<file path="src/rtl/mac_issue_queue.sv">
// mac_issue_queue: issue stage in front of the 16x16 / dual 8x8 MAC.
// Buffers {instruction, multiplier, multiplicand} packets in a valid/ready
// FIFO, presents the head packet to the MAC, drives the MAC stall and
// tracks the MAC pipeline latency so downstream logic knows when the MAC
// result/protect outputs belong to an issued instruction.
// Optional feature macro: MAC_ISSUE_BYPASS_EN (empty-queue 0-cycle bypass).
module mac_issue_queue #(
    parameter int DEPTH   = 8,
    parameter int ADDR_W  = 3,
    parameter int MAC_LAT = 2
) (
    input  logic              clk,
    input  logic              reset_n,
    input  logic              flush,
    input  logic              ext_hold,
    input  logic              in_valid,
    output logic              in_ready,
    input  logic [2:0]        in_instruction,
    input  logic [15:0]       in_multiplier,
    input  logic [15:0]       in_multiplicand,
    output logic [2:0]        mac_instruction,
    output logic [15:0]       mac_multiplier,
    output logic [15:0]       mac_multiplicand,
    output logic              mac_stall,
    output logic              res_valid,
    output logic [2:0]        res_op,
    output logic [ADDR_W:0]   fifo_count
);

    localparam logic [ADDR_W-1:0] PTR_ONE  = ADDR_W'(1);
    localparam logic [ADDR_W:0]   CNT_ONE  = (ADDR_W+1)'(1);
    localparam logic [ADDR_W:0]   CNT_FULL = (ADDR_W+1)'(DEPTH);

    // Packet storage (data only, never reset)
    logic [2:0]          mem_instr [DEPTH];
    logic signed [15:0]  mem_mplr  [DEPTH];
    logic signed [15:0]  mem_mcnd  [DEPTH];

    logic [ADDR_W-1:0]   rd_ptr;
    logic [ADDR_W-1:0]   wr_ptr;
    logic [ADDR_W:0]     count;

    // Last packet handed to the MAC; shown whenever the MAC is stalled
    logic [2:0]          last_instr;
    logic signed [15:0]  last_mplr;
    logic signed [15:0]  last_mcnd;

    // Latency tracker, stage 0 loaded on issue, last stage drives res_*
    logic                trk_vld [MAC_LAT];
    logic [2:0]          trk_op  [MAC_LAT];

    logic                empty;
    logic                bypass;
    logic                issue;
    logic                push;
    logic                pop;
    logic [2:0]          issue_instr;
    logic signed [15:0]  issue_mplr;
    logic signed [15:0]  issue_mcnd;

    assign empty = (count == '0);

`ifdef MAC_ISSUE_BYPASS_EN
    // An empty queue forwards the incoming packet straight to the MAC
    assign bypass = empty & in_valid & ~ext_hold & ~flush;
`else
    assign bypass = 1'b0;
`endif

    assign mac_stall  = (empty & ~bypass) | ext_hold | flush;
    assign issue      = ~mac_stall;
    assign pop        = issue & ~bypass;
    assign in_ready   = (count != CNT_FULL);
    assign push       = in_valid & in_ready & ~flush & ~bypass;
    assign fifo_count = count;
    assign res_valid  = trk_vld[MAC_LAT-1];
    assign res_op     = trk_op[MAC_LAT-1];

    // Select the packet that would issue this cycle (bypass or FIFO head)
    always_comb begin
        issue_instr = mem_instr[rd_ptr];
        issue_mplr  = mem_mplr[rd_ptr];
        issue_mcnd  = mem_mcnd[rd_ptr];
        if (bypass) begin
            issue_instr = in_instruction;
            issue_mplr  = in_multiplier;
            issue_mcnd  = in_multiplicand;
        end
    end

    // MAC operands: live packet when issuing, frozen last issue when stalled
    always_comb begin
        mac_instruction  = issue_instr;
        mac_multiplier   = issue_mplr;
        mac_multiplicand = issue_mcnd;
        if (mac_stall) begin
            mac_instruction  = last_instr;
            mac_multiplier   = last_mplr;
            mac_multiplicand = last_mcnd;
        end
    end

    // FIFO write port
    always_ff @(posedge clk) begin
        if (push) begin
            mem_instr[wr_ptr] <= in_instruction;
            mem_mplr[wr_ptr]  <= in_multiplier;
            mem_mcnd[wr_ptr]  <= in_multiplicand;
        end
    end

    // Pointers, occupancy, last-issued packet and latency tracker
    always_ff @(posedge clk or negedge reset_n) begin
        if (!reset_n) begin
            rd_ptr     <= '0;
            wr_ptr     <= '0;
            count      <= '0;
            last_instr <= '0;
            last_mplr  <= '0;
            last_mcnd  <= '0;
            for (int i = 0; i < MAC_LAT; i++) begin
                trk_vld[i] <= 1'b0;
                trk_op[i]  <= '0;
            end
        end else if (flush) begin
            rd_ptr <= '0;
            wr_ptr <= '0;
            count  <= '0;
            for (int i = 0; i < MAC_LAT; i++) begin
                trk_vld[i] <= 1'b0;
                trk_op[i]  <= '0;
            end
        end else begin
            if (push) begin
                wr_ptr <= wr_ptr + PTR_ONE;
            end
            if (pop) begin
                rd_ptr <= rd_ptr + PTR_ONE;
            end
            if (push && !pop) begin
                count <= count + CNT_ONE;
            end else if (pop && !push) begin
                count <= count - CNT_ONE;
            end
            if (issue) begin
                last_instr <= issue_instr;
                last_mplr  <= issue_mplr;
                last_mcnd  <= issue_mcnd;
                for (int i = MAC_LAT - 1; i > 0; i--) begin
                    trk_vld[i] <= trk_vld[i-1];
                    trk_op[i]  <= trk_op[i-1];
                end
                trk_vld[0] <= 1'b1;
                trk_op[0]  <= issue_instr;
            end
        end
    end

endmodule

</file>
<file path="config.mk">
export PLATFORM = sky130hd
export DESIGN_NAME = mac_issue_queue
export DESIGN_NICKNAME = d
export VERILOG_FILES = /design/src/rtl/mac_issue_queue.sv
export SDC_FILE = /design/constraint.sdc
export NUM_CORES = 1
export LEC_CHECK = 0
export ABC_AREA = 1
export BUFFER_PORTS_ARGS = -buffer_cell sky130_fd_sc_hd__buf_4
export CAP_MARGIN = 40
export CORE_MARGIN = 10
export CORE_UTILIZATION = 54
export CTS_CLUSTER_DIAMETER = 40
export CTS_CLUSTER_SIZE = 14
export DETAILED_ROUTE_END_ITERATION = 8
export GPL_ROUTABILITY_DRIVEN = 1
export PLACE_DENSITY = 0.76
export RECOVER_POWER = 25
export SYNTH_ARGS = -nofsm -noshare
export SYNTH_HDL_FRONTEND = slang
export SYNTH_SLANG_ARGS = --single-unit
</file>
<file path="constraint.sdc">
create_clock -name clk -period 2.6 [get_ports clk]
set_input_delay 0.39 -clock clk [delete_from_list [all_inputs] [get_ports clk]]
set_output_delay 0.39 -clock clk [all_outputs]
set_load 0.005 [all_outputs]
</file>
==> flow_summary.yaml, run 1 <==
worst_setup_path:
  ff2ff_setup_slack_ns: 0.41
  r2r-start: "fifo_count[3]$_DFFE_PN0P_"
  worstPathArrival_ns: 2.17
  largest_fanout_on_the_critical_path: 44
  worst-setup-path-type: "register to output port"
  critPathMaxStageDelay_ns: 0.58
  slowest_stage: "sky130_fd_sc_hd__dfrtp_4"
  crit_chain: "buf_16 > a21oi_1 > o21ai_0 > o211ai_1 > nand3_1 > nand2_1 > buf_4"
  cp-end-kind: "output port"
  critical_path.startpoint_type: "register"
  reg_to_reg_endpoint: "fifo_count[3]$_DFFE_PN0P_"
  ff2ff_path_depth: 14
  worstSetupStartpoint: "rd_ptr[0]$_DFFE_PN0P_"
  cp_data_required_time_ns: 2.21
pwr:
  p_int_uw: 11200
  power.ir.vdd_worst_v: 0.000735
  seqPwrFrac_pct: 41.3
  switching_share_pct: 28.3
  power.share.combinational_pct: 22.8
  cellPowerDensity_nw_per_um2: 982
  clock_power_share_pct: 35.9
  p_switching_uw: 4400
  p_leak_uw: 0.00590
finish:
  stdcell_area_um2: 15800
  area_growth_syn_to_layout_pct: 20.2
  fin_util_pct: 65.5
  design.final.nets: 1216
  layout-drive-gt1-share_pct: 16.0
  post_layout_nonfiller_instances: 1522
synthesis:
  synth_compound_area_share_pct: 11.1
  synth_flop_cell: "sky130_fd_sc_hd__edfxtp_1"
  xor_and_xnor_fraction_of_the_mapped_netlist_area_pct: 0.0664
  postSynth.asyncResetShare_pct: 15.9
  synth-edff-count: 280
  synth_sequential_area_ratio_pct: 73.8
  synth_simple_gate_area_share_pct: 10.5
  ys_warn_count: 0
  synthesis.area_per_instance_um2: 12.4
  postSynthRegisterBits: 333
  synth_cell_type_count: 24
  post_synth_mux_area_share_pct: 0
  synth_top_family_by_area: "compound AO/OA/AOI/OAI gates"
  synth_nets: 1109
  synthAdderAreaFrac_pct: 0.532
  netlist_area_um2: 13200
  netlist_instances: 1064
worst_hold_path:
  hp-class: "primary input to register"
  min_delay_path_depth: 1
  worstHoldEndpoint: "mem_mcnd[4][6]$_DFFE_PP_"
  min_from: "in_multiplicand[6]"
sta:
  sum_of_negative_setup_slack_ns: 0
  layout_worst_path_cycle_share_pct: 98.5
  max_freq_mhz: 391
  final_max_slew_viol_count: 0
  finalSetupViolCount: 0
  rsz_0062_raised_after_global_routing: "true"
  max-slew-margin-rel_pct: 47.5
  min_period_ns: 2.56
  slew_of_the_pin_with_the_lowest_slew_margin_ns: 0.788
  final_hold_viol_count: 0
  fin_worst_hold_slack_ns: 0.106
  fin_worst_skew_ns: 0.0129
floorplanning:
  design.portCount: 85
  fp.dieH_um: 176
  floorplan.initialDensity_pct: 54.5
  std_cell_rows: 57
  horizontal_extent_of_the_die_um: 176
  dieArea_um2: 31100
  core_region_area_um2: 24200
run:
  max_cap_viol_count: 0
detailed_routing:
  route.antenna.remaining_nets: 0
  first_iter_violations: 866
  avgViaCountPerCell: 5.71
  routed_wl_um: 31300
  detail_route.wl_per_cell_um: 20.5
  detailedRoute.firstPassIterationCount: 5
  route.detailed.drc: 0
  num_vias: 8692
placement:
  io_buffers: 84
  dpl_hpwl_um: 16100
  gp_congestion: 0.804
  placed_cells_incl_taps: 1440
  placed_cell_area_um2: 14300
global_route:
  grt_first_pass_wirelength_um: 46500
  grt_remaining_overflow: 0
  via_count_of_the_first_global_routing_pass: 8494
  antenna_found_initial: 1
  grt_start_max_net_pins: 88
  globalRouteTotalUtil_pct: 19.2
clocking:
  tritoncts_num_sinks: 333
  clk_latency_ns: 0.52
  tritoncts.num_buffers: 38
  tritoncts: "yes"
  clock_path_buffers: 3
  clkTransAtPathRegs_ns: 0.06
  cts_root_buffer: "sky130_fd_sc_hd__clkbuf_16"
  htreeDepth: 2
outcome:
  status: "finished clean"
## logic make-up after synthesis
| family | count (synthesis) |
|---|---|
| AOI/OAI and AO/OA | 258 |
| adders and majority gates | 5 |
| xor gates and xnor gates | 1 |
| buffers and inverters | 116 |
| and+or+nand+nor | 351 |
| DFF | 333 |
## sequential cells by signal, summed over array words and instances, names as in the netlist
register    count
last_mcnd      16
res_op          3
res_valid       1
wr_ptr          3
last_mplr      16
rd_ptr          3
fifo_count      4
trk_vld         1
mem_instr      24
mem_mcnd      128
last_instr      3
trk_op          3
mem_mplr      128
## metal layers
metal / vias up / routed length [um] / global-route usage [%] / share of wire (%)
met3: 56 / 2840 / 3.99 / 9.1
met5: - / 0 / 0 / 0
met4: 0 / 767 / 7.28 / 2.5
met2: 435 / 15100 / 31.4 / 48
li1: 4005 / - / - / -
met1: 4196 / 12500 / 24.8 / 40
## power by group through the flow
| stage | Combinational, uW | Sequential [uW] | Clock, uW |
|---|---|---|---|
| after floorplan | 2000 | 6460 | 0 |
| after global placement | 3070 | 6530 | 0 |
| after detailed placement | 3160 | 6540 | 0 |
| after CTS | 3360 | 6420 | 5640 |
| after global routing | 3980 | 6470 | 5890 |
| final | 3550 | 6430 | 5580 |
## area by class of cell
type | count | area (um^2)
sequential | 333 | 9740
fill | 1684 | 8330
multi-input combinational | 615 | 3030
timing repair buffer | 129 | 1100
clock buffer | 44 | 1040
tap | 324 | 405
clock inverter | 22 | 305
inverter | 53 | 216
timing repair inverter | 1 | 8.76
antenna | 1 | 2.50
## synth_stat cells (2+ instances only)
| library cell | instances | share of area [%] |
|---|---|---|
| sky130_fd_sc_hd__o21ai_0 | 123 | 4.7 |
| sky130_fd_sc_hd__clkbuf_1 | 24 | 0.68 |
| sky130_fd_sc_hd__nor2_1 | 162 | 4.6 |
| sky130_fd_sc_hd__o211ai_1 | 67 | 3.8 |
| sky130_fd_sc_hd__o21ai_1 | 30 | 1.1 |
| sky130_fd_sc_hd__inv_1 | 48 | 1.4 |
| sky130_fd_sc_hd__dfrtp_1 | 53 | 10 |
| sky130_fd_sc_hd__buf_2 | 23 | 0.87 |
| sky130_fd_sc_hd__inv_2 | 5 | 0.14 |
| sky130_fd_sc_hd__buf_1 | 6 | 0.17 |
| sky130_fd_sc_hd__a21oi_1 | 35 | 1.3 |
| sky130_fd_sc_hd__ha_1 | 4 | 0.38 |
| sky130_fd_sc_hd__o21a_1 | 2 | 0.11 |
| sky130_fd_sc_hd__nand3_1 | 46 | 1.7 |
| sky130_fd_sc_hd__buf_4 | 6 | 0.34 |
| sky130_fd_sc_hd__nand2_1 | 140 | 4.0 |
| sky130_fd_sc_hd__edfxtp_1 | 280 | 64 |
| sky130_fd_sc_hd__buf_6 | 4 | 0.34 |
## stage by stage
step,total power (uW),setup WS (ns)
floorplan,8460,-0.218
global placement,9590,0.426
detailed placement,9700,0.402
CTS,15400,0.0121
global route,16300,-0.0780
finish,15600,0.0398
## cell usage in the layout, fill, tap and decap left out, types with 5 or more instances in the layout
cell type and n:
sky130_fd_sc_hd__clkbuf_16 43, sky130_fd_sc_hd__nand3_1 39, sky130_fd_sc_hd__buf_12 6, sky130_fd_sc_hd__clkinv_2 5
sky130_fd_sc_hd__nand2_1 140, sky130_fd_sc_hd__o21ai_0 120, sky130_fd_sc_hd__o21ai_1 33, sky130_fd_sc_hd__dfrtp_1 50
sky130_fd_sc_hd__a21oi_1 35, sky130_fd_sc_hd__o211ai_1 67, sky130_fd_sc_hd__inv_1 48, sky130_fd_sc_hd__nand3_2 8
sky130_fd_sc_hd__edfxtp_1 280, sky130_fd_sc_hd__nor2_4 8, sky130_fd_sc_hd__bufinv_16 6, sky130_fd_sc_hd__clkbuf_1 28
sky130_fd_sc_hd__nor2_1 153, sky130_fd_sc_hd__buf_4 85, sky130_fd_sc_hd__inv_6 5
## critical path, delay by kind of cell (launching register included)
| family | cells | cell delay, ns |
|---|---|---|
| buffers and inverters | 2 | 0.32 |
| AOI/OAI and AO/OA | 3 | 0.45 |
| and+or+nand+nor | 2 | 0.27 |
| DFF | 1 | 0.58 |
## how the worst max path moves through the flow
stage / cells after the start / slack, ns / endpoint
global placement: 6 / 0.43 / mac_multiplier[14]
global route: 6 / -0.08 / mac_multiplier[14]
finish: 7 / 0.04 / mac_multiplier[3]
detailed placement: 6 / 0.40 / mac_multiplier[14]
CTS: 9 / 0.01 / mac_multiplicand[9]
floorplan: 7 / -0.22 / mem_instr[0][0]$_DFFE_PP_
## what timing repair did
item / CTS / global route
resized for setup: 5 / 18
endpoints found under the setup margin: 35 / 33
gates cloned: 1 / 4
pin swaps: 0 / 4
hold buffers: 1 / 0
endpoints found under the hold margin: 53 / 0
setup buffers: 2 / 7
No activity file was read; power rests on OpenSTA's default activity.
==> run 2: changes to the inputs <==
Settings changed: PLACE_DENSITY 0.76 to 0.81.
==> run 2 against run 1 <==
  * The flow now finishes with violations (setup timing)
  * Critical endpoint is now mac_multiplicand[1]
  * Die area unchanged
  * Critical path depth increased by 2
  * Global-route usage grew 0.62 points
  * Largest power group unchanged
  * Clock skew is 0.0057 ns higher
  * Setup slack worse by 0.048 ns
  * Total power down 0.96%
==> flow_summary.yaml, run 2 (synthesized netlist as in run 1, its figures left out) <==
detailed_routing:
  first_iter_violations: 1449
  num_vias: 8895
  avgViaCountPerCell: 5.84
  route.antenna.remaining_nets: 0
  route.detailed.drc: 0
  routed_wl_um: 33100
  detail_route.wl_per_cell_um: 21.7
  detailedRoute.firstPassIterationCount: 6
clocking:
  clk_latency_ns: 0.53
  cts_root_buffer: "sky130_fd_sc_hd__clkbuf_16"
  clock_path_buffers: 3
  tritoncts.num_buffers: 38
  tritoncts: "yes"
  clkTransAtPathRegs_ns: 0.06
  tritoncts_num_sinks: 333
  htreeDepth: 2
floorplanning:
  floorplan.initialDensity_pct: 54.5
  fp.dieH_um: 176
  std_cell_rows: 57
  dieArea_um2: 31100
  design.portCount: 85
  horizontal_extent_of_the_die_um: 176
  core_region_area_um2: 24200
worst_setup_path:
  ff2ff_setup_slack_ns: 0.33
  crit_family: "flip-flops"
  path_depth: 9
  worst-setup-path-type: "register to output port"
  worstSetupStartpoint: "rd_ptr[0]$_DFFE_PN0P_"
  ff2ff_path_depth: 14
  critical_path.startpoint_type: "register"
  largest_fanout_on_the_critical_path: 24
  critical_path.n_buffers_inverters: 3
  crit_chain: "clkinv_8 > buf_12 > nor2_1 > nor2_1 > o21ai_1 > o211ai_1 > nand3_1 > nand2_1 > buf_4"
  slowest_stage: "sky130_fd_sc_hd__dfrtp_4"
  cp_data_required_time_ns: 2.21
  cp-end-kind: "output port"
  crit_top_cell: "sky130_fd_sc_hd__nor2_1"
  reg_to_reg_endpoint: "fifo_count[3]$_DFFE_PN0P_"
  r2r-start: "fifo_count[3]$_DFFE_PN0P_"
  timing.critical_path.to: "mac_multiplicand[1]"
  worstPathArrival_ns: 2.22
  critPathMaxStageDelay_ns: 0.56
sta:
  final_max_slew_viol_count: 0
  max_freq_mhz: 383
  setup_ws_ns: -0.00825
  final_hold_viol_count: 0
  rsz_0062_raised_after_global_routing: "true"
  fin_worst_skew_ns: 0.0186
  max-slew-margin-rel_pct: 48.1
  slew_of_the_pin_with_the_lowest_slew_margin_ns: 0.779
  fin_worst_hold_slack_ns: 0.115
  layout_worst_path_cycle_share_pct: 100
  min_period_ns: 2.61
  finalSetupViolCount: 1
global_route:
  grt_first_pass_wirelength_um: 48300
  antenna_found_initial: 1
  globalRouteTotalUtil_pct: 19.8
  via_count_of_the_first_global_routing_pass: 8727
  grt_remaining_overflow: 0
  grt_start_max_net_pins: 68
finish:
  final_common_cell: "sky130_fd_sc_hd__edfxtp_1"
  layout-drive-gt1-share_pct: 15.7
  layout_common_cells: "sky130_fd_sc_hd__edfxtp_1, sky130_fd_sc_hd__nor2_1, sky130_fd_sc_hd__nand2_1, sky130_fd_sc_hd__o21ai_0, sky130_fd_sc_hd__buf_4"
  fin_util_pct: 65.4
  design.final.nets: 1215
  post_layout_nonfiller_instances: 1523
  layout.area.seq_um2: 9740
  largest_registers_in_the_final_layout: "mem_mcnd: 128 flops, mem_mplr: 128 flops, mem_instr: 24 flops"
  area_growth_syn_to_layout_pct: 19.9
  filler_cell_count: 1673
  multiInputGateArea_um2: 3040
placement:
  io_buffers: 84
  placed_cells_incl_taps: 1441
  gp_congestion: 0.837
  post-place-ws_ns: 0.435
  dpl_hpwl_um: 17300
run:
  max_cap_viol_count: 0
outcome:
  failed_checks: "setup timing"
  status: "finished, violations left"
pwr:
  power.total_uw: 15400
  cellPowerDensity_nw_per_um2: 975
  power.ir.vdd_worst_v: 0.000661
  p_leak_uw: 0.00587
worst_hold_path:
  hp-class: "primary input to register"
[run 2: changes by cell type in the layout (fill, tap and decap cells not counted), sizes merged]
| cell | before | now |
|---|---|---|
| buf | 98 | 93 |
| bufinv | 6 | 3 |
| clkbuf | 74 | 84 |
| clkinv | 13 | 11 |
| inv | 56 | 57 |
[run 2: power by group]
part | internal, uW | switching (uW) | leakage, uW
Combinational | 1490 | 2220 | 0.00206
Sequential | 6240 | 193 | 0.00320
Clock | 3130 | 2140 | 0.000612
Total | 10900 | 4550 | 0.00587
[run 2: worst min-delay path by stage]
stage,to,slack [ns],from,cells past startpoint
6_report,mem_mplr[2][8]$_DFFE_PP_,0.12,in_multiplier[8],1
2_1_floorplan,fifo_count[0]$_DFFE_PN0P_,0.09,reset_n,0
3_3_place_gp,last_mcnd[4]$_DFFE_PN0N_,0.46,last_mcnd[4]$_DFFE_PN0N_,2
5_1_grt,mem_mplr[7][9]$_DFFE_PP_,0.11,in_multiplier[9],1
4_1_cts,mem_mcnd[1][1]$_DFFE_PP_,0.07,in_multiplicand[1],1
3_5_place_dp,last_mplr[14]$_DFFE_PN0N_,0.46,last_mplr[14]$_DFFE_PN0N_,2
[run 2: layer usage]
layer / GRT usage (%) / wire length, um / part of all wire (%)
met3: 4.53 / 3400 / 10
met2: 30.9 / 15800 / 48
met5: 0 / 10 / 0.030
met1: 26.6 / 13100 / 40
met4: 7.77 / 776 / 2.3
[run 2: what timing repair did]
action,CTS,global route
endpoints found under the setup margin,23,35
gates cloned,2,7
resized for setup,2,26
buffers inserted,1,2
hold buffers,1,0
pin swaps,0,10
hold endpoints to repair,53,0
[run 2: area by class of cell]
class                   instances  share of cell area (%)
clock inverters                19                    1.44
repair buffers                129                    7.32
clock buffers                  49                    6.47
inverters                      53                    1.34
multi-input cells             615                    19.2
flip-flops and latches        333                    61.6
well taps                     324                    2.56
diodes                          1                  0.0158
[run 2: metrics by stage]
| stage | area (um^2) | setup TNS, ns |
|---|---|---|
| 6_report | 15800 | -0.00825 |
| 5_1_grt | 15800 | -0.298 |
| 2_1_floorplan | 13200 | -59.37 |
| 3_3_place_gp | 14300 | 0 |
| 3_5_place_dp | 14300 | 0 |
| 4_1_cts | 15700 | 0 |
==> run 3: changes to the inputs <==
Settings changed: CORE_UTILIZATION 54 to 60, PLACE_DENSITY 0.81 to 0.85.
Clock period 2.6 ns to 2.46 ns, I/O delays scaled along.
==> run 3 against run 2 <==
  * The flow still finishes with violations (setup timing)
  * Non-clock buffer count up 12
  * Register-to-register slack better by 0.02 ns
  * Combinational power up 22%
  * Flip-flop and latch count unchanged
  * Sequential share of layout area down 1.1 points
  * Critical path depth down 1
  * Cell count down 2.1%
  * Largest power group unchanged
==> flow_summary.yaml, run 3 (synthesized netlist as in run 1, its figures left out) <==
outcome:
  status: "finished, violations left"
  failed_checks: "setup timing"
worst_setup_path:
  r2r-start: "fifo_count[3]$_DFFE_PN0P_"
  worstPathArrival_ns: 2.22
  critical_path.startpoint_type: "register"
  largest_fanout_on_the_critical_path: 11
  cp_data_required_time_ns: 2.09
  critical_path.n_buffers_inverters: 3
  path_depth: 8
  slowest_stage: "sky130_fd_sc_hd__dfrtp_4"
  crit_chain: "buf_12 > buf_16 > a21oi_1 > o21ai_0 > o211ai_1 > nand3_2 > nand2_1 > buf_4"
  reg_to_reg_endpoint: "fifo_count[3]$_DFFE_PN0P_"
  cp-end-kind: "output port"
  critPathMaxStageDelay_ns: 0.59
  crit_family: "flip-flops"
  ff2ff_path_depth: 14
  ff2ff_setup_slack_ns: 0.35
  worst-setup-path-type: "register to output port"
finish:
  post_layout_nonfiller_instances: 1491
  final_common_cell: "sky130_fd_sc_hd__edfxtp_1"
  filler_cell_count: 1241
  layout-drive-gt1-share_pct: 17.9
  stdcell_area_um2: 16100
  area_growth_syn_to_layout_pct: 22.1
  design.final.nets: 1226
  largest_registers_in_the_final_layout: "mem_mcnd: 128 flops, mem_mplr: 128 flops, mem_instr: 24 flops"
  layout_common_cells: "sky130_fd_sc_hd__edfxtp_1, sky130_fd_sc_hd__nor2_1, sky130_fd_sc_hd__nand2_1, sky130_fd_sc_hd__o21ai_1, sky130_fd_sc_hd__buf_4"
clocking:
  tritoncts: "yes"
  clk_latency_ns: 0.52
  htreeDepth: 2
  clkTransAtPathRegs_ns: 0.06
  cts_root_buffer: "sky130_fd_sc_hd__clkbuf_16"
  tritoncts.num_buffers: 36
  clock_path_buffers: 3
  tritoncts_num_sinks: 333
global_route:
  antenna_found_initial: 2
  grt_remaining_overflow: 0
  via_count_of_the_first_global_routing_pass: 9017
  grt_start_max_net_pins: 87
  grt_first_pass_wirelength_um: 49700
  globalRouteTotalUtil_pct: 22.3
pwr:
  power.ir.vdd_worst_v: 0.000632
  cellPowerDensity_nw_per_um2: 1040
  p_leak_uw: 0.00595
detailed_routing:
  top_layer: "met5"
  avgViaCountPerCell: 6.26
  num_vias: 9328
  met3RoutedLength_um: 4250
  routed_wl_um: 36200
  wl_met2_um: 17400
  route.antenna.remaining_nets: 0
  met1_length_um: 12900
  first_iter_violations: 1289
  detailedRoute.firstPassIterationCount: 6
  route.detailed.drc: 0
  detail_route.wl_per_cell_um: 24.3
sta:
  max_freq_mhz: 386
  min_period_ns: 2.59
  fin_worst_skew_ns: 0.0220
  slew_of_the_pin_with_the_lowest_slew_margin_ns: 0.783
  setup_ws_ns: -0.133
  finalSetupViolCount: 31
  final_hold_viol_count: 0
  max-slew-margin-rel_pct: 47.8
  layout_worst_path_cycle_share_pct: 105
  fin_worst_hold_slack_ns: 0.0978
  final_max_slew_viol_count: 0
  rsz_0062_raised_after_global_routing: "true"
floorplanning:
  dieArea_um2: 28300
  fp.dieH_um: 168
  horizontal_extent_of_the_die_um: 168
  design.portCount: 85
  core_region_area_um2: 21700
  floorplan.initialDensity_pct: 60.8
  std_cell_rows: 54
worst_hold_path:
  min_from: "in_instruction[2]"
  min_delay_path_depth: 1
  hp-class: "primary input to register"
  worstHoldEndpoint: "mem_instr[3][2]$_DFFE_PP_"
placement:
  placed_cells_incl_taps: 1390
  gp_congestion: 0.747
  placed_cell_area_um2: 14300
  dpl_hpwl_um: 16200
  io_buffers: 84
run:
  max_cap_viol_count: 0
-- run 3: cell types whose count changed in the layout (fill, tap and decap cells not counted), moves of 6 or more --
cell	change
sky130_fd_sc_hd__o21ai_0	-53
sky130_fd_sc_hd__o21ai_1	+47
sky130_fd_sc_hd__buf_12	+11
sky130_fd_sc_hd__buf_4	-8
sky130_fd_sc_hd__buf_6	+7
sky130_fd_sc_hd__nor2_1	-7
sky130_fd_sc_hd__a21oi_1	-6
sky130_fd_sc_hd__o21ai_2	+6
-- run 3: what timing repair did --
action | in CTS | in global routing
pin swaps | 14 | 24
hold buffers | 1 | 0
hold endpoints to repair | 53 | 0
cloned | 4 | 10
endpoints found under the setup margin | 35 | 35
resized for setup | 30 | 87
setup buffers | 12 | 6
-- run 3: cell type report --
class | count | area, um^2 | area share [%]
antenna | 4 | 10.0 | 0.0622
timing repair inverter | 1 | 11.3 | 0.0699
clock inverter | 16 | 193 | 1.20
sequential | 333 | 9740 | 60.5
timing repair buffer | 141 | 1450 | 9.01
tap | 280 | 350 | 2.18
inverter | 53 | 211 | 1.31
multi-input combinational | 615 | 3140 | 19.5
clock buffer | 48 | 987 | 6.13
-- run 3: worst max path at each step --
stage	start	to	slack, ns
after global placement	rd_ptr[0]$_DFFE_PN0P_	mac_multiplier[13]	0.40
after detailed placement	rd_ptr[0]$_DFFE_PN0P_	mac_multiplier[3]	0.31
after floorplan	fifo_count[3]$_DFFE_PN0P_	mem_instr[0][0]$_DFFE_PP_	-0.36
final	rd_ptr[0]$_DFFE_PN0P_	mac_multiplicand[9]	-0.13
after global routing	rd_ptr[0]$_DFFE_PN0P_	mac_multiplicand[9]	-0.24
after CTS	rd_ptr[0]$_DFFE_PN0P_	mac_multiplier[8]	-0.04
-- run 3: worst register-to-register path: cells and delay by family, from the launching register on --
kind                     cells  cell delay (ns)
AND/OR/NAND/NOR             10             0.76
flip-flops                   1             0.42
adder cells (fa/ha/maj)      1             0.38
AO/OA/AOI/OAI                1             0.30
buffers and inverters        2             0.14
-- run 3: stage by stage --
| stage | TNS (ns) | total power, uW | worst slack, ns | utilization [%] |
|---|---|---|---|---|
| floorplan | -98.57 | 8940 | -0.358 | - |
| detailed placement | 0 | 10300 | 0.312 | 66.0 |
| CTS | -0.717 | 16000 | -0.0398 | 72.7 |
| finish | -1.47 | 16700 | -0.133 | 74.2 |
| global placement | 0 | 10100 | 0.396 | 66.0 |
| global route | -4.17 | 17300 | -0.238 | 74.2 |
-- run 3: where the power goes --
group          internal [uW]  leakage, uW  switching, uW
Clock                   3180     0.000567           2200
Sequential              6600      0.00320            218
Combinational           1880      0.00219           2640
Total                  11700      0.00595           5060
-- run 3: layer usage --
layer / vias up / track usage, %
met1: 4460 / 28.4
li1: 4040 / -
met4: 2 / 10.1
met2: 691 / 35.8
met3: 135 / 5.26
met5: - / 0
